<file path="src/rtl/sara_pkg.sv">
// Shared types and constants for the SARA segmented adder pipeline.
package sara_pkg;

  typedef enum logic [1:0] {IDLE, EVAL, DONE} state_t;

  localparam int STAT_W = 16;

  function automatic int calc_ngroups(input int size, input int groupsize);
    return (size / groupsize < 1) ? 1 : size / groupsize;
  endfunction

endpackage

</file>
<file path="src/rtl/sara_pipe_corr_if.sv">
// Operand/result handshake bundle for sara_pipe_corr; master drives operands, slave returns results.
interface sara_pipe_corr_if #(
  parameter int SIZE      = 32,
  parameter int GROUPSIZE = 8
);
  localparam int NGROUPS = sara_pkg::calc_ngroups(SIZE, GROUPSIZE);

  logic               IN_VALID;
  logic               IN_READY;
  logic [SIZE-1:0]    A;
  logic [SIZE-1:0]    B;
  logic               CIN;
  logic [NGROUPS-1:0] APPROX_RCON;
  logic               CORR_EN;
  logic               OUT_VALID;
  logic               OUT_READY;
  logic [SIZE-1:0]    SUM;
  logic               COUT;
  logic               ERR_FLAG;
  logic               CORRECTED;

  modport master (
    output IN_VALID, A, B, CIN, APPROX_RCON, CORR_EN, OUT_READY,
    input  IN_READY, OUT_VALID, SUM, COUT, ERR_FLAG, CORRECTED
  );

  modport slave (
    input  IN_VALID, A, B, CIN, APPROX_RCON, CORR_EN, OUT_READY,
    output IN_READY, OUT_VALID, SUM, COUT, ERR_FLAG, CORRECTED
  );

endinterface

</file>
<file path="src/rtl/sara_group_rca.sv">
// One GROUPSIZE-bit ripple-carry group: sum, ripple carry-out and generate of its top bit.
module sara_group_rca #(
  parameter int GROUPSIZE = 8
) (
  input  logic [GROUPSIZE-1:0] a,
  input  logic [GROUPSIZE-1:0] b,
  input  logic                 cin,
  output logic [GROUPSIZE-1:0] sum,
  output logic                 cout,
  output logic                 g_top
);

  logic [GROUPSIZE:0] w_c;

  always_comb begin
    w_c    = '0;
    sum    = '0;
    w_c[0] = cin;
    for (int i = 0; i < GROUPSIZE; i++) begin
      sum[i]   = a[i] ^ b[i] ^ w_c[i];
      w_c[i+1] = (a[i] & b[i]) | (w_c[i] & (a[i] ^ b[i]));
    end
  end

  assign cout  = w_c[GROUPSIZE];
  assign g_top = a[GROUPSIZE-1] & b[GROUPSIZE-1];

endmodule

</file>
<file path="src/rtl/sara_pipe_corr.sv">
// Accuracy-reconfigurable segmented adder with valid/ready handshake and iterative carry correction.
// Optional SARA_ERR_STATS_EN adds saturating transaction / error counters.
//
// state | meaning
// IDLE  | waiting for operands, IN_READY=1
// EVAL  | evaluating registered operands; one boundary corrected per cycle
// DONE  | result held on OUT_VALID until downstream accepts it
module sara_pipe_corr
  import sara_pkg::*;
#(
  parameter int SIZE      = 32,
  parameter int GROUPSIZE = 8
) (
  input  logic                 CLK,
  input  logic                 RST,
  sara_pipe_corr_if.slave      bus
`ifdef SARA_ERR_STATS_EN
  ,
  output logic [STAT_W-1:0]    TXN_COUNT,
  output logic [STAT_W-1:0]    ERR_COUNT
`endif
);

  localparam int NGROUPS = calc_ngroups(SIZE, GROUPSIZE);

  state_t             r_state;
  logic [SIZE-1:0]    r_a;
  logic [SIZE-1:0]    r_b;
  logic               r_cin;
  logic [NGROUPS-1:0] r_rcon;
  logic [NGROUPS-1:0] r_mask;
  logic               r_corr_en;
  logic               r_first;
  logic               r_out_valid;
  logic [SIZE-1:0]    r_sum;
  logic               r_cout;
  logic               r_err;
  logic               r_corrected;

  logic [NGROUPS:0]   w_carry;
  logic [NGROUPS-1:0] w_ripple;
  logic [NGROUPS-1:0] w_gtop;
  logic [NGROUPS-1:0] w_eff;
  logic [NGROUPS-1:0] w_mis;
  logic [NGROUPS-1:0] w_low_mis;
  logic [SIZE-1:0]    w_sum;
  logic               w_accept;

  assign w_eff      = r_rcon | r_mask;
  assign w_carry[0] = r_cin;

  for (genvar g = 0; g < NGROUPS; g++) begin : g_grp
    sara_group_rca #(.GROUPSIZE(GROUPSIZE)) u_grp (
      .a     (r_a[g*GROUPSIZE +: GROUPSIZE]),
      .b     (r_b[g*GROUPSIZE +: GROUPSIZE]),
      .cin   (w_carry[g]),
      .sum   (w_sum[g*GROUPSIZE +: GROUPSIZE]),
      .cout  (w_ripple[g]),
      .g_top (w_gtop[g])
    );
    assign w_carry[g+1] = w_eff[g] ? w_ripple[g] : w_gtop[g];
    assign w_mis[g]     = !w_eff[g] && (w_gtop[g] != w_ripple[g]);
  end

  // two's-complement trick isolates the lowest mismatching boundary
  assign w_low_mis = w_mis & (-w_mis);

  assign bus.IN_READY  = (r_state == IDLE) || ((r_state == DONE) && bus.OUT_READY);
  assign w_accept      = bus.IN_VALID && bus.IN_READY;
  assign bus.OUT_VALID = r_out_valid;
  assign bus.SUM       = r_sum;
  assign bus.COUT      = r_cout;
  assign bus.ERR_FLAG  = r_err;
  assign bus.CORRECTED = r_corrected;

  always_ff @(posedge CLK) begin
    if (RST) begin
      r_state     <= IDLE;
      r_mask      <= '0;
      r_first     <= 1'b0;
      r_out_valid <= 1'b0;
      r_sum       <= '0;
      r_cout      <= 1'b0;
      r_err       <= 1'b0;
      r_corrected <= 1'b0;
      r_a         <= '0;
      r_b         <= '0;
      r_cin       <= 1'b0;
      r_rcon      <= '0;
      r_corr_en   <= 1'b0;
    end else begin
      case (r_state)
        IDLE: begin
          if (w_accept) r_state <= EVAL;
        end
        EVAL: begin
          r_first <= 1'b0;
          if (r_first) r_err <= |w_mis;
          if (r_corr_en && (|w_mis)) begin
            r_mask      <= r_mask | w_low_mis;
            r_corrected <= 1'b1;
          end else begin
            r_sum       <= w_sum;
            r_cout      <= w_carry[NGROUPS];
            r_out_valid <= 1'b1;
            r_state     <= DONE;
          end
        end
        DONE: begin
          if (bus.OUT_READY) begin
            r_out_valid <= 1'b0;
            r_state     <= bus.IN_VALID ? EVAL : IDLE;
          end
        end
        default: r_state <= IDLE;
      endcase

      // accepting overwrites the held flags only once the old result has left
      if (w_accept) begin
        r_a         <= bus.A;
        r_b         <= bus.B;
        r_cin       <= bus.CIN;
        r_rcon      <= bus.APPROX_RCON;
        r_corr_en   <= bus.CORR_EN;
        r_mask      <= '0;
        r_first     <= 1'b1;
        r_err       <= 1'b0;
        r_corrected <= 1'b0;
      end
    end
  end

`ifdef SARA_ERR_STATS_EN
  logic [STAT_W-1:0] r_txn_cnt;
  logic [STAT_W-1:0] r_err_cnt;

  always_ff @(posedge CLK) begin
    if (RST) begin
      r_txn_cnt <= '0;
      r_err_cnt <= '0;
    end else if (r_out_valid && bus.OUT_READY) begin
      if (r_txn_cnt != '1) r_txn_cnt <= r_txn_cnt + STAT_W'(1);
      if (r_err && (r_err_cnt != '1)) r_err_cnt <= r_err_cnt + STAT_W'(1);
    end
  end

  assign TXN_COUNT = r_txn_cnt;
  assign ERR_COUNT = r_err_cnt;
`endif

endmodule

</file>
<file path="src/flat_wrapper.sv">
// flat-port wrapper written by rule: the top's interface ports become plain ports
module sara_pipe_corr_flat import sara_pkg::*;
#(
  parameter int SIZE      = 32,
  parameter int GROUPSIZE = 8
)
  (CLK, RST, bus_IN_VALID, bus_A, bus_B, bus_CIN, bus_APPROX_RCON, bus_CORR_EN, bus_OUT_READY, bus_IN_READY, bus_OUT_VALID, bus_SUM, bus_COUT, bus_ERR_FLAG, bus_CORRECTED);
  sara_pipe_corr_if #(.SIZE(SIZE), .GROUPSIZE(GROUPSIZE)) bus_i ();
  input  logic CLK;
  input  logic RST;
  input wire logic [$bits(bus_i.IN_VALID)-1:0] bus_IN_VALID;
  input wire logic [$bits(bus_i.A)-1:0] bus_A;
  input wire logic [$bits(bus_i.B)-1:0] bus_B;
  input wire logic [$bits(bus_i.CIN)-1:0] bus_CIN;
  input wire logic [$bits(bus_i.APPROX_RCON)-1:0] bus_APPROX_RCON;
  input wire logic [$bits(bus_i.CORR_EN)-1:0] bus_CORR_EN;
  input wire logic [$bits(bus_i.OUT_READY)-1:0] bus_OUT_READY;
  output wire logic [$bits(bus_i.IN_READY)-1:0] bus_IN_READY;
  output wire logic [$bits(bus_i.OUT_VALID)-1:0] bus_OUT_VALID;
  output wire logic [$bits(bus_i.SUM)-1:0] bus_SUM;
  output wire logic [$bits(bus_i.COUT)-1:0] bus_COUT;
  output wire logic [$bits(bus_i.ERR_FLAG)-1:0] bus_ERR_FLAG;
  output wire logic [$bits(bus_i.CORRECTED)-1:0] bus_CORRECTED;
  assign bus_i.IN_VALID = bus_IN_VALID;
  assign bus_i.A = bus_A;
  assign bus_i.B = bus_B;
  assign bus_i.CIN = bus_CIN;
  assign bus_i.APPROX_RCON = bus_APPROX_RCON;
  assign bus_i.CORR_EN = bus_CORR_EN;
  assign bus_i.OUT_READY = bus_OUT_READY;
  assign bus_IN_READY = bus_i.IN_READY;
  assign bus_OUT_VALID = bus_i.OUT_VALID;
  assign bus_SUM = bus_i.SUM;
  assign bus_COUT = bus_i.COUT;
  assign bus_ERR_FLAG = bus_i.ERR_FLAG;
  assign bus_CORRECTED = bus_i.CORRECTED;
  sara_pipe_corr #(.SIZE(SIZE), .GROUPSIZE(GROUPSIZE)) u_core (.CLK(CLK), .RST(RST), .bus(bus_i));
endmodule
</file>
<file path="config.mk">
export PLATFORM = sky130hd
export DESIGN_NAME = sara_pipe_corr_flat
export DESIGN_NICKNAME = d
export VERILOG_FILES = /design/src/rtl/sara_pkg.sv /design/src/rtl/sara_pipe_corr_if.sv /design/src/rtl/sara_group_rca.sv /design/src/rtl/sara_pipe_corr.sv /design/src/flat_wrapper.sv
export SDC_FILE = /design/constraint.sdc
export NUM_CORES = 1
export LEC_CHECK = 0
export CORE_ASPECT_RATIO = 0.7
export CORE_MARGIN = 2
export CORE_UTILIZATION = 57
export DETAILED_ROUTE_END_ITERATION = 6
export HOLD_SLACK_MARGIN = 0.06
export PLACE_DENSITY_LB_ADDON = 0.25
export SLEW_MARGIN = 0
export SYNTH_ARGS = -nofsm -noshare
export SYNTH_HDL_FRONTEND = slang
export SYNTH_HIERARCHICAL = 1
export SYNTH_SLANG_ARGS = --single-unit
</file>
<file path="constraint.sdc">
create_clock -name CLK -period 24.7 [get_ports CLK]
set_clock_uncertainty 0.05 [all_clocks]
set_input_delay 4.94 -clock CLK [delete_from_list [all_inputs] [get_ports CLK]]
set_output_delay 4.94 -clock CLK [all_outputs]
set_load 0.01 [all_outputs]
</file>
==> flow_metrics.env <==
export IMPL_outcome="finished, final reports clean"
export IMPL_holdBufCountCts=0
export IMPL_fill_cells=724
export IMPL_vias=5452
export IMPL_ir_drop_uv=55.0
export IMPL_synth_simple_area_share_pct=17.6
export IMPL_cp_common_cell="fa_1"
export IMPL_cts_root_buf="clkbuf_16"
export IMPL_yosys_area_top_type="dfxtp_1"
export IMPL_worstPathArrival_ps=14830
export IMPL_async_reset_ff_share_pct=0
export IMPL_mostFrequentLayoutCells="174 x nand2_1, 112 x dfxtp_1, 109 x clkdlybuf4s50_1"
export IMPL_wirelength_met1_um=6680
export IMPL_clk_pin_slew_ps=50
export IMPL_yosys_warnings=6
export IMPL_drc=0
export IMPL_grt_max_degree=114
export IMPL_drv_slew=0
export IMPL_syn_num_nets=797
export IMPL_power_density_mw_per_mm2=68.8
export IMPL_critical_path_slowest_cell="a22o_2"
export IMPL_via_per_inst=6.06
export IMPL_power_switching_mw=0.136
export IMPL_relSlewSlack_pct=19.8
export IMPL_path_buf_inv=16
export IMPL_wirelength_um=15200
export IMPL_place_gp_congestion=0.810
export IMPL_p_seq_share_pct=39.3
export IMPL_yosys_top_cells_area="dfxtp_1 38%, nand2_1 11%, fa_1 11%"
export IMPL_cp_top_family="adder cells"
export IMPL_layout_drive_gt1_share_pct=8.21
export IMPL_critPathCaptureType="register"
export IMPL_area_growth_pct=26.2
export IMPL_worstHoldPathType="reg -> reg"
export IMPL_start_util_pct=58.2
export IMPL_path_class="reg -> reg"
export IMPL_cts_setup_buffers=0
export IMPL_clock_sinks=113
export IMPL_cts_made_buffers=17
export IMPL_first_iter_violations=592
export IMPL_cts_buffer_depth=2
export IMPL_setup_viol_count_final=0
export IMPL_wl_per_cell_um=16.9
export IMPL_grt_overflow_total=0
export IMPL_rsz0062_at_grt="false"
export IMPL_cts_htree_levels=4
export IMPL_wl_met2_um=7220
export IMPL_yosys_area_share_xor_xnor_pct=1.10
export IMPL_synthCells=687
export IMPL_grt_pass1_vias=5111
export IMPL_clk_insertion_delay_late_ps=410
export IMPL_p_int_mw=0.386
export IMPL_avgSynthCellArea_um2=8.75
export IMPL_ys_ff_latch=113
export IMPL_cts_tree="done"
export IMPL_die_h_um=89.9
export IMPL_worst_slew_pin_slew_ps=1200
export IMPL_dp_slack_ps=10350
export IMPL_fmax_ghz=0.0685
export IMPL_synth_ff_type="dfxtp_1"
export IMPL_grt_usage_pct=26.8
export IMPL_met3_length_um=1030
export IMPL_leakagePower_nw=2.80
export IMPL_ant_nets=0
export IMPL_cts_resized=0
export IMPL_worstPathMaxFanout=33
export IMPL_antenna_cells=0
export IMPL_slowest_delay_ps=700
export IMPL_comb_power_share_pct=15.7
export IMPL_synth_fa_ha_area_share_pct=11.5
export IMPL_dp_hpwl_um=9510
export IMPL_firstDrtPassIters=5
export IMPL_fin_nets=866
export IMPL_synth_compound_area_share_pct=23.2
export IMPL_synth_cell_types=47
export IMPL_routed_top_layer="met4"
export IMPL_period_minus_slack_ps=14590
export IMPL_synth_edf_count=0
export IMPL_setup_slack_ps=10110
export IMPL_synth_top_area_share_pct=37.7
export IMPL_hold_viol=0
export IMPL_rows=31
export IMPL_die_area_mm2=0.0114
export IMPL_pwr_share_clk_pct=45.1
export IMPL_timing_final_crit_share_pct=59.1
export IMPL_ioPinCount=111
export IMPL_power_share_switching_pct=26.1
export IMPL_cp_required_ps=24940
export IMPL_die_w_um=127
export IMPL_antenna_found_initial=0
export IMPL_synth_mux_area_share_pct=0.750
export IMPL_tns_ps=0
export IMPL_coreArea_mm2=0.0103
export IMPL_synth_top_family_by_area="compound AO/OA/AOI/OAI gates"
export IMPL_worst_setup_path_start_kind="register"
export IMPL_grt_first_pass_wirelength_um=24900
export IMPL_io_buffer_count=110
export IMPL_yosysSeqAreaShare_pct=37.7
export IMPL_final_common_cell="nand2_1"
export IMPL_cap_violations=0
export IMPL_syn_cell_area_mm2=0.00601
logic make-up (layout without fill, tap and decap cells):
logic type	count (synthesis)	in the layout
AND/OR/NAND/NOR	228	228
AO/OA/AOI/OAI	191	191
flip-flops	113	113
buffers and inverters	110	190
adder cells (fa/ha/maj)	36	36
XOR/XNOR	5	5
multiplexers	4	4
power groups by stage:
stage	Clock, mW	Sequential, mW	Combinational [mW]
2_1_floorplan	0	0.208	0.0486
3_3_place_gp	0	0.208	0.0768
3_5_place_dp	0	0.209	0.0797
4_1_cts	0.237	0.205	0.0807
5_1_grt	0.245	0.207	0.0889
6_report	0.235	0.205	0.0817
flip-flops by register name, indices dropped and copies added, names as in the netlist:
| register | count |
|---|---|
| u_core/r_corr_en | 1 |
| u_core/bus.ERR_FLAG | 1 |
| u_core/bus.SUM | 32 |
| u_core/bus.OUT_VALID | 1 |
| u_core/bus.CORRECTED | 1 |
| u_core/r_a | 32 |
| u_core/r_mask | 4 |
| u_core/r_rcon | 4 |
| u_core/r_first | 1 |
| u_core/r_state | 2 |
| u_core/bus.COUT | 1 |
| u_core/r_cin | 1 |
| u_core/r_b | 32 |
stage by stage:
step                hold slack [ps]  area (µm²)  std cells  util (%)  total power [mW]
finish                          405        7580        899      73.5             0.522
global route                    424        7580        899      73.5             0.541
global placement                394        7010        869      67.9             0.285
floorplan                       386        6010        687         -             0.256
CTS                             408        7580        899      73.5             0.523
detailed placement              401        7010        869      67.9             0.288
worst reg2reg max path: cells and delay by family (launching register included):
family / cells / cell delay [ps]
adders and majority gates: 32 / 10610
xor gates and xnor gates: 1 / 350
AOI/OAI and AO/OA: 3 / 1100
DFF: 1 / 330
buffers and inverters: 16 / 1160
muxes: 3 / 840
cell usage after synthesis, types with 5 or more instances:
master     number
inv_1          43
nand2_1       174
buf_6           6
buf_2          23
o2111ai_1      30
nor3_1          5
nor4b_1        32
a21oi_1        77
o311ai_1       26
a31oi_1        34
dfxtp_1       113
clkbuf_1       36
nor2_1          6
fa_1           32
worst paths after layout:
| path | to | cells past startpoint | slack, ps | from |
|---|---|---|---|---|
| max reg2reg | u_core/bus.SUM[31]$_SDFFE_PP0P_ | 55 | 10110 | u_core/r_a[0]$_SDFFE_PP0P_ |
| min | u_core/r_corr_en$_SDFFE_PP0P_ | 2 | 400 | u_core/r_corr_en$_SDFFE_PP0P_ |
| max | u_core/bus.SUM[31]$_SDFFE_PP0P_ | 55 | 10110 | u_core/r_a[0]$_SDFFE_PP0P_ |
| min reg2reg | u_core/r_corr_en$_SDFFE_PP0P_ | 2 | 400 | u_core/r_corr_en$_SDFFE_PP0P_ |
per-layer routing:
layer	vias to the layer above	GRT usage [%]
met5	-	0
met4	0	9.07
met3	34	5.65
met2	244	43.4
met1	2594	36.1
li1	2580	-
layout make-up:
cell class	instances	area, µm²	area share (%)
Multi-Input combinational cell	464	3270	43.1
Sequential cell	113	2260	29.8
Timing Repair Buffer	116	1140	15.1
Clock buffer	25	526	6.93
Inverter	44	165	2.18
Tap cell	132	165	2.18
Clock inverter	5	50.0	0.660
No activity file was read; power rests on OpenSTA's default activity.
